### src/rtl/hazard_scoreboard.sv
// hazard_scoreboard
// Hazard and forwarding controller for the in-order pipeline. A shift chain
// of NUM_STAGES entries records the destination of every instruction from EX
// onward. Each decode read port gets a forward select (youngest writer wins)
// and a load-use hazard flag; any hazard on a live, unflushed decode
// instruction raises stall, which holds PC and IF/ID and pushes a bubble.
//
// Handshake: there is no valid/ready pair here. id_valid qualifies the decode
// inputs. An instruction is accepted into entry 1 on an edge only when
// id_valid=1, stall=0 and flush=0; otherwise entry 1 becomes a bubble and the
// decode stage is expected to hold its inputs while stall=1.
module hazard_scoreboard #(
   parameter int  REG_AW     = 5,
   parameter int  NUM_STAGES = 3,
   parameter int  NUM_RD     = 2,
   parameter int  LOAD_LAT   = 2,
   localparam int SELW       = $clog2(NUM_STAGES + 1)
) (
   input  logic                     clk,
   input  logic                     rst_n,
   input  logic                     id_valid,
   input  logic [NUM_RD-1:0]        id_rd_en,
   input  logic [NUM_RD*REG_AW-1:0] id_rs,
   input  logic                     id_we,
   input  logic [REG_AW-1:0]        id_wd,
   input  logic                     id_is_load,
   input  logic                     flush,
   output logic                     stall,
   output logic [NUM_RD*SELW-1:0]   fwd_sel,
   output logic [15:0]              stall_cnt
);

   // Scoreboard entries; index k is the instruction currently in stage k.
   logic              r_v  [1:NUM_STAGES];
   logic              r_we [1:NUM_STAGES];
   logic [REG_AW-1:0] r_wd [1:NUM_STAGES];
   logic              r_ld [1:NUM_STAGES];
   logic [15:0]       r_stall_cnt;

   logic [NUM_STAGES:1]    w_match [NUM_RD];
   logic [NUM_RD-1:0]      w_hazard;
   logic [NUM_RD*SELW-1:0] w_fwd_sel;
   logic                   w_stall;
   logic                   w_issue;

   // Per-port, per-stage match; register 0 and disabled ports never match.
   always_comb begin
      for (int p = 0; p < NUM_RD; p++) begin
         w_match[p] = '0;
         for (int k = 1; k <= NUM_STAGES; k++) begin
            w_match[p][k] = r_v[k] && r_we[k] && id_rd_en[p] &&
                            (r_wd[k] == id_rs[p*REG_AW +: REG_AW]) &&
                            (id_rs[p*REG_AW +: REG_AW] != '0);
         end
      end
   end

   // Youngest-writer priority: scan oldest to youngest so the last hit wins.
   always_comb begin
      w_fwd_sel = '0;
      w_hazard  = '0;
      for (int p = 0; p < NUM_RD; p++) begin
         for (int k = NUM_STAGES; k >= 1; k--) begin
            if (w_match[p][k]) begin
               w_fwd_sel[p*SELW +: SELW] = SELW'(k);
               w_hazard[p]               = r_ld[k] && (k < LOAD_LAT);
            end
         end
      end
   end

   // A squashed or empty decode slot never holds the PC.
   always_comb begin
      w_stall = id_valid && !flush && (|w_hazard);
      w_issue = id_valid && !w_stall && !flush;
   end

   // Shift chain: entry 1 takes the accepted decode instruction or a bubble.
   always_ff @(posedge clk) begin
      if (!rst_n) begin
         for (int k = 1; k <= NUM_STAGES; k++) begin
            r_v[k]  <= 1'b0;
            r_we[k] <= 1'b0;
            r_wd[k] <= '0;
            r_ld[k] <= 1'b0;
         end
      end else begin
         for (int k = NUM_STAGES; k >= 2; k--) begin
            r_v[k]  <= r_v[k-1];
            r_we[k] <= r_we[k-1];
            r_wd[k] <= r_wd[k-1];
            r_ld[k] <= r_ld[k-1];
         end
         r_v[1]  <= w_issue;
         r_we[1] <= w_issue && id_we;
         r_wd[1] <= id_wd;
         r_ld[1] <= w_issue && id_is_load;
      end
   end

   // Saturating count of cycles spent stalled.
   always_ff @(posedge clk) begin
      if (!rst_n) begin
         r_stall_cnt <= '0;
      end else if (w_stall && (r_stall_cnt != 16'hFFFF)) begin
         r_stall_cnt <= r_stall_cnt + 16'd1;
      end
   end

   assign stall     = w_stall;
   assign fwd_sel   = w_fwd_sel;
   assign stall_cnt = r_stall_cnt;

endmodule

### config.mk
export PLATFORM = sky130hd
export DESIGN_NAME = hazard_scoreboard
export DESIGN_NICKNAME = d
export VERILOG_FILES = /design/src/rtl/hazard_scoreboard.sv
export SDC_FILE = /design/constraint.sdc
export NUM_CORES = 1
export LEC_CHECK = 0
export BUFFER_PORTS_ARGS = -buffer_cell sky130_fd_sc_hd__buf_4
export CORE_MARGIN = 8
export CORE_UTILIZATION = 48
export CTS_CLUSTER_SIZE = 14
export DETAILED_ROUTE_END_ITERATION = 7
export PLACE_DENSITY = 0.75
export SYNTH_ARGS = -nofsm -noshare
export SYNTH_HDL_FRONTEND = slang
export SYNTH_SLANG_ARGS = --single-unit
### constraint.sdc
create_clock -name clk -period 1.65 [get_ports clk]
set_input_delay 0.0825 -clock clk [delete_from_list [all_inputs] [get_ports clk]]
set_output_delay 0.0825 -clock clk [all_outputs]
set_load 0.05 [all_outputs]
==> summary.md, run 1 <==
| Metric | Value |
|---|---|
| Status | `finished, violations left` |
| Failing checks | `setup timing` |
| Maximum vdd drop | `0.666 mV` |
| Area growth from synthesis to layout | `69.9%` |
| Final Hold Fails | `0` |
| CTS Buf Count | `5` |
| Cell variety after synth | `32` |
| Cell taking the most area after synthesis | `dfxtp_1` |
| Initial antenna violation count | `0` |
| CP Data Required Time | `1.87 ns` |
| Number of flops mapped to enable cells by yosys | `0` |
| Initial Util | `0.505` |
| Main synth FF type | `dfxtp_1` |
| H-tree depth | `2` |
| Vias in the first global route | `1929` |
| Max-Cap Viols | `0` |
| Sequential area share after synthesis | `0.408` |
| Count of pins over their slew limit | `0` |
| Setup_tns | `-6.52 ns` |
| HP Class | `input pin to flop` |
| Share of cells above drive strength 1 | `0.550` |
| Slowest stage cell, crit path | `or3_4` |
| Mapped Area | `1860 um2` |
| Worst setup SP type | `flop` |
| Total die area | `6130 um2` |
| Routed wire length | `6.85 mm` |
| Row count | `22` |
| Largest net degree at the start of global routing | `28` |
| Worst Tran Pin Value | `0.539 ns` |
| Post-synth ARST share | `0` |
| Syn Nets | `231` |
| First-pass GRT wire length | `9.16 mm` |
| Cell Pwr Density | `670 nW/um2` |
| Clock Pin Slew Worst Setup and Hold Paths | `0.08 ns` |
| Max-slew headroom | `0.640` |
| Core area | `3690 um2` |
| Tot GR Track Use | `0.186` |
| Max FO, Critical Path | `4` |
| Clock sink count | `38` |
| Pre-CTS setup slack | `-0.313 ns` |
| Vias | `2035` |
| Max frequency | `481 MHz` |
| Final GP Congestion | `0.868` |
| Post-DR vias/cell | `5.64` |
| CTS tree | `built` |
| Cells after Synth | `207` |
| 1st-iter DRT viols | `179` |
| # IOs | `44` |
| Non-Filler Instances | `361` |
| Avg Cell Area, Syn | `9.00 um2` |
| Worst-skew pair later-pin latency | `0.30 ns` |
| RSZ-0062 raised after global routing | `true` |
| Leak pwr | `1.24 nW` |
| # DRC | `0` |
| Count leader, synth | `dfxtp_1` |
| Cell Chain, Critical Path | `xnor2_2, nand4_1, nor3_4, buf_6, buf_4, o2111ai_2, or3_4, a21oi_2` |
| Placed wire-length estimate | `3.55 mm` |
| Critical path type | `flop to flop` |
| Final worst path period share | `1.26` |
| WL/cell | `19.0 um` |
| Skew final | `0.00854 ns` |
| Final Power | `2.12 mW` |
| Yosys warns | `0` |
| Grt total ovfl | `0` |
| CP max stage delay | `0.44 ns` |
| Critical Path Sink Type | `flop` |
| Critical path arrival | `2.30 ns` |
| Antenna-violating nets left | `0` |
| Setup slack after layout | `-0.429 ns` |
| Top cells by area, synth | `dfxtp_1 (41%), xnor2_1 (13%), and2_1 (7.4%)` |
| DR pass1 iterations | `4` |
| Setup violations, final | `24` |
| Placed cells | `326` |
| Port bufs | `43` |
| Clock Root Buffer | `clkbuf_8` |
| Synth Register Bits | `38` |
| Final Critical Period | `2.08 ns` |
| Final net count | `336` |
| CTS Buffer Depth | `2` |
| Top cell type's share of synthesized area | `0.408` |
| Die H | `78.3 um` |
| Die X | `78.3 um` |
| # diodes | `0` |
| Top cells by count, synth | `dfxtp_1 (38), xnor2_1 (28), and2_1 (22)` |
==> cell families (layout without fill, tap and decap cells) <==
kind of cell / Yosys count / count (layout) / share of synthesized area
multiplexers: 2 / 2 / 0.0107
buffers and inverters: 12 / 117 / 0.0282
AND/OR/NAND/NOR: 89 / 89 / 0.283
flip-flops: 38 / 38 / 0.408
adder cells (fa/ha/maj): 1 / 1 / 0.00671
XOR/XNOR: 32 / 32 / 0.150
AO/OA/AOI/OAI: 33 / 34 / 0.113
==> worst paths after layout <==
| kind | start | to | slack (ns) | depth (start not counted) |
|---|---|---|---|---|
| worst min-delay path | rst_n | stall_cnt[10]$_SDFFE_PN0P_ | 0.17 | 3 |
| worst max-delay path | r_wd[0][9]$_SDFF_PN0_ | stall_cnt[7]$_SDFFE_PN0P_ | -0.43 | 8 |
| worst min register to register | stall_cnt[10]$_SDFFE_PN0P_ | stall_cnt[10]$_SDFFE_PN0P_ | 0.49 | 2 |
| worst max register to register | r_wd[0][9]$_SDFF_PN0_ | stall_cnt[7]$_SDFFE_PN0P_ | -0.43 | 8 |
==> critical path: cells and delay by family, from the launching register on <==
kind / cells / cell delay [ns]
xor gates and xnor gates: 1 / 0.20
DFF: 1 / 0.37
and+or+nand+nor: 3 / 0.88
buffers and inverters: 2 / 0.25
AOI/OAI and AO/OA: 2 / 0.31
==> cells in the final DEF, fill, tap and decap left out, types with 5 or more instances in the layout <==
cell type      instances
nand3_1                8
xnor2_1               18
and2_1                22
o21ai_1                5
buf_6                 12
a21oi_2                5
dfxtp_2                9
inv_1                  7
a21oi_1                7
xnor2_2               10
nand2_1               11
buf_4                 82
clkbuf_8               6
or3_4                  5
dlygate4sd3_1          7
dfxtp_4               14
nand4_1                9
dfxtp_1               15
==> metal layers <==
| metal | up-vias | global-route usage | wire length [um] |
|---|---|---|---|
| met5 | - | 0 | 0 |
| met4 | 0 | 0.0796 | 289 |
| met3 | 30 | 0.0490 | 467 |
| met2 | 92 | 0.307 | 3410 |
| met1 | 979 | 0.223 | 2680 |
| li1 | 934 | - | - |
==> state kept, by name, summed over array words and instances (netlist names) <==
signal,count
stall_cnt,16
r_we,3
r_ld,1
r_v,3
r_wd,15
==> area by class of cell <==
cell class                 count  area, um2
timing repair buffer         102        836
tap                           48       60.1
clock buffer                   7        108
sequential                    38        825
inverter                       7       26.3
clock inverter                 1       30.0
multi-input combinational    158       1280
fill                         185        523
==> timing repair <==
| item | 4_1_cts | 5_1_grt |
|---|---|---|
| pin swaps | 14 | 12 |
| resized for setup | 28 | 29 |
| setup buffers | 11 | 9 |
| setup endpoints to repair | 21 | 24 |
| hold endpoints to repair | 7 | 0 |
| gates cloned | 1 | 0 |
| hold buffers | 7 | 0 |
==> report_power, final <==
group / internal, mW / switching [mW] / leakage (nW)
Sequential: 0.917 / 0.0245 / 0.324
Combinational: 0.135 / 0.105 / 0.848
Clock: 0.584 / 0.355 / 0.0696
Total: 1.64 / 0.485 / 1.24
==> metrics by stage <==
step / utilization / hold WS [ns] / area (um2)
6_report: 0.858 / 0.168 / 3170
5_1_grt: 0.858 / 0.176 / 3170
4_1_cts: 0.808 / 0.155 / 2980
2_1_floorplan: - / 0.204 / 1950
3_3_place_gp: 0.693 / 0.287 / 2550
3_5_place_dp: 0.693 / 0.291 / 2550
Power figures use the tool's default switching activity.
==> inputs of run 2 (changes only) <==
==> config.mk (replaced) <==
export PLATFORM = sky130hd
export DESIGN_NAME = hazard_scoreboard
export DESIGN_NICKNAME = d
export VERILOG_FILES = /design/src/rtl/hazard_scoreboard.sv
export SDC_FILE = /design/constraint.sdc
export NUM_CORES = 1
export LEC_CHECK = 0
export CAP_MARGIN = 20
export CORE_MARGIN = 8
export CORE_UTILIZATION = 56
export CTS_CLUSTER_SIZE = 14
export DETAILED_ROUTE_END_ITERATION = 7
export DONT_BUFFER_PORTS = 1
export PLACE_DENSITY = 0.74
export SYNTH_ARGS = -nofsm -noshare
export SYNTH_HDL_FRONTEND = slang
export SYNTH_SLANG_ARGS = --single-unit
==> constraint.sdc (replaced) <==
create_clock -name clk -period 1.65 [get_ports clk]
set_input_delay 0.165 -clock clk [delete_from_list [all_inputs] [get_ports clk]]
set_output_delay 0.165 -clock clk [all_outputs]
set_load 0.05 [all_outputs]
==> run 2 against run 1 <==
The flow still finishes with violations (setup timing); final area down 9.1%; routed wire length down 13%; clock-buffer cell count up 1; clock skew up 0.0075 ns; sequential share of layout area up 2.5 points; core utilization up 2.5 points.
==> summary.md, run 2 (synthesis results as in run 1) <==
| Metric | Value |
|---|---|
| Status | `finished, violations left` |
| Failing checks | `setup timing` |
| Worst path depth | `8 (unchanged)` |
| Skew final | `0.0161 ns (+0.00754 ns)` |
| CP Data Required Time | `1.87 ns (about the same)` |
| Final net count | `293 (-13%)` |
| Maximum vdd drop | `0.647 mV (-2.8%)` |
| WL/cell | `18.8 um (-0.77%)` |
| Final Hold Fails | `0 (unchanged)` |
| R2r setup slk | `-0.44 ns (about the same)` |
| Register area | `822 um2 (-0.30%)` |
| Worst r2r dst | `stall_cnt[13]$_SDFFE_PN0P_` |
| Critical Path Sink | `stall_cnt[13]$_SDFFE_PN0P_` |
| Setup violations, final | `23 (-4.2%)` |
| Total die area | `5430 um2 (-11%)` |
| Core area | `3260 um2 (-12%)` |
| # IOs | `44 (unchanged)` |
| Max-Cap Viols | `0 (unchanged)` |
| HP Class | `input pin to flop` |
| Die X | `73.7 um (-5.9%)` |
| H-tree depth | `2 (unchanged)` |
| Clock Pin Slew Worst Setup and Hold Paths | `0.11 ns (+0.03 ns)` |
| Count of pins over their slew limit | `0 (unchanged)` |
| Critical path type | `flop to flop` |
| Max frequency | `478 MHz (-0.67%)` |
| Row count | `21 (-4.5%)` |
| Setup slack after layout | `-0.443 ns (-0.0140 ns)` |
| CP Launch Point | `r_wd[0][5]$_SDFF_PN0_` |
| Initial Util | `0.572 (+0.0667)` |
| Most frequent cells in the layout | `buf_4 (34), and2_1 (22), xnor2_1 (17)` |
| CP top delay family | `compound AO/OA/AOI/OAI gates` |
| Routed wire length | `5.95 mm (-13%)` |
| Max FO, Critical Path | `6 (+2)` |
| CTS Buffer Depth | `2 (unchanged)` |
| Filler instances | `182 (-1.6%)` |
| RSZ-0062 raised after global routing | `true` |
| Area growth from synthesis to layout | `54.4%` |
| Placed wire-length estimate | `3.65 mm (+2.9%)` |
| Setup_tns | `-5.87 ns (+0.655 ns)` |
| Max-slew headroom | `0.449 (-0.191)` |
| Final Critical Period | `2.09 ns (+0.0140 ns)` |
| Grt total ovfl | `0 (unchanged)` |
| Critical path arrival | `2.32 ns (+0.02 ns)` |
| Post-DR vias/cell | `5.88 (+4.3%)` |
| DR pass1 iterations | `4 (unchanged)` |
| Worst setup SP type | `flop` |
| Vias | `1858 (-8.7%)` |
| Slowest stage cell, crit path | `dfxtp_4` |
| Cell Pwr Density | `555 nW/um2 (-17%)` |
| Tot GR Track Use | `0.212 (+0.0261)` |
| Share of cells above drive strength 1 | `0.489 (-0.0606)` |
| Pre-CTS setup slack | `-0.244 ns (+0.0690 ns)` |
| CTS Buf Count | `5 (unchanged)` |
| Critical Path Sink Type | `flop` |
| Final GP Congestion | `0.851 (-1.9%)` |
| Antenna-violating nets left | `0 (unchanged)` |
| 1st-iter DRT viols | `107 (-40%)` |
| Fin area | `2880 um2 (-9.1%)` |
| # DRC | `0 (unchanged)` |
| Worst-skew pair later-pin latency | `0.35 ns (+0.05 ns)` |
| Clock sink count | `38 (unchanged)` |
| WP buf/inv | `2 (unchanged)` |
| Vias in the first global route | `1829 (-5.2%)` |
| Leak pwr | `1.03 nW (-17%)` |
| Final worst path period share | `1.27 (+0.00847)` |
| Initial antenna violation count | `0 (unchanged)` |
| Largest register FFs | `16 (unchanged)` |
| Cell Chain, Critical Path | `xnor2_2, nand4_1, nor3_4, buf_6, o211ai_4, buf_4, o31ai_1, a21oi_1` |
| Port bufs | `0 (-100%)` |
| Die H | `73.7 um (-5.9%)` |
| Commonest non-fill, non-tap cell in the layout | `buf_4` |
| Largest net degree at the start of global routing | `26 (-7.1%)` |
| Clock Root Buffer | `clkbuf_4` |
| CP max stage delay | `0.38 ns (-0.06 ns)` |
| Worst Tran Pin Value | `0.824 ns (+0.285 ns)` |
| CTS tree | `built` |
| Dpl cell area | `2290 um2 (-10%)` |
| Worst r2r path cells | `8 (unchanged)` |
| Multi-input combinational cell area | `1360 um2 (+5.8%)` |
| RR Startpoint | `r_wd[0][5]$_SDFF_PN0_` |
| # diodes | `0 (unchanged)` |
| First-pass GRT wire length | `8.89 mm (-3.0%)` |
-- run 2: area by class of cell --
class                      count  area share
clock buffer                   8      0.0204
inverter                       7     0.00913
multi-input combinational    158       0.471
sequential                    38       0.286
tap                           46      0.0200
timing repair buffer          59       0.194
-- run 2: power by group --
group          switching [mW]  internal [mW]
logic                  0.0603         0.0917
registers              0.0223          0.919
clock network           0.294          0.210
-- run 2: how the worst min path moves through the flow --
stage | cells past startpoint | from | end | slack [ns]
after floorplan | 1 | id_is_load | r_ld[1]$_DFF_P_ | 0.29
after global placement | 1 | rst_n | r_wd[0][9]$_SDFF_PN0_ | 0.29
after detailed placement | 1 | id_we | r_we[0][1]$_DFF_P_ | 0.29
after CTS | 1 | rst_n | r_v[0][1]$_DFF_P_ | 0.02
after global routing | 1 | rst_n | r_v[0][1]$_DFF_P_ | 0.01
final | 1 | rst_n | r_v[0][1]$_DFF_P_ | 0.0007
-- run 2: metal layers --
metal,part of all wire,vias to the layer above,GRT usage
li1,-,851,-
met1,0.40,925,0.248
met2,0.50,66,0.359
met3,0.066,16,0.0587
met4,0.025,0,0.0732
met5,0,-,0
-- run 2: through the flow --
stage	hold WS, ns	power (mW)	utilization	cells
after floorplan	0.287	1.05	-	207
after global placement	0.289	1.06	0.702	283
after detailed placement	0.291	1.06	0.702	283
after CTS	0.0170	1.58	0.843	310
after global routing	0.0122	1.65	0.883	316
final	0.000650	1.60	0.883	316
-- run 2: repair_timing --
action,CTS,global route
hold buffers,8,0
pin swaps,28,12
resized for setup,54,15
setup endpoints to repair,23,23
buffers inserted,11,7
endpoints found under the hold margin,24,0
cloned,1,0
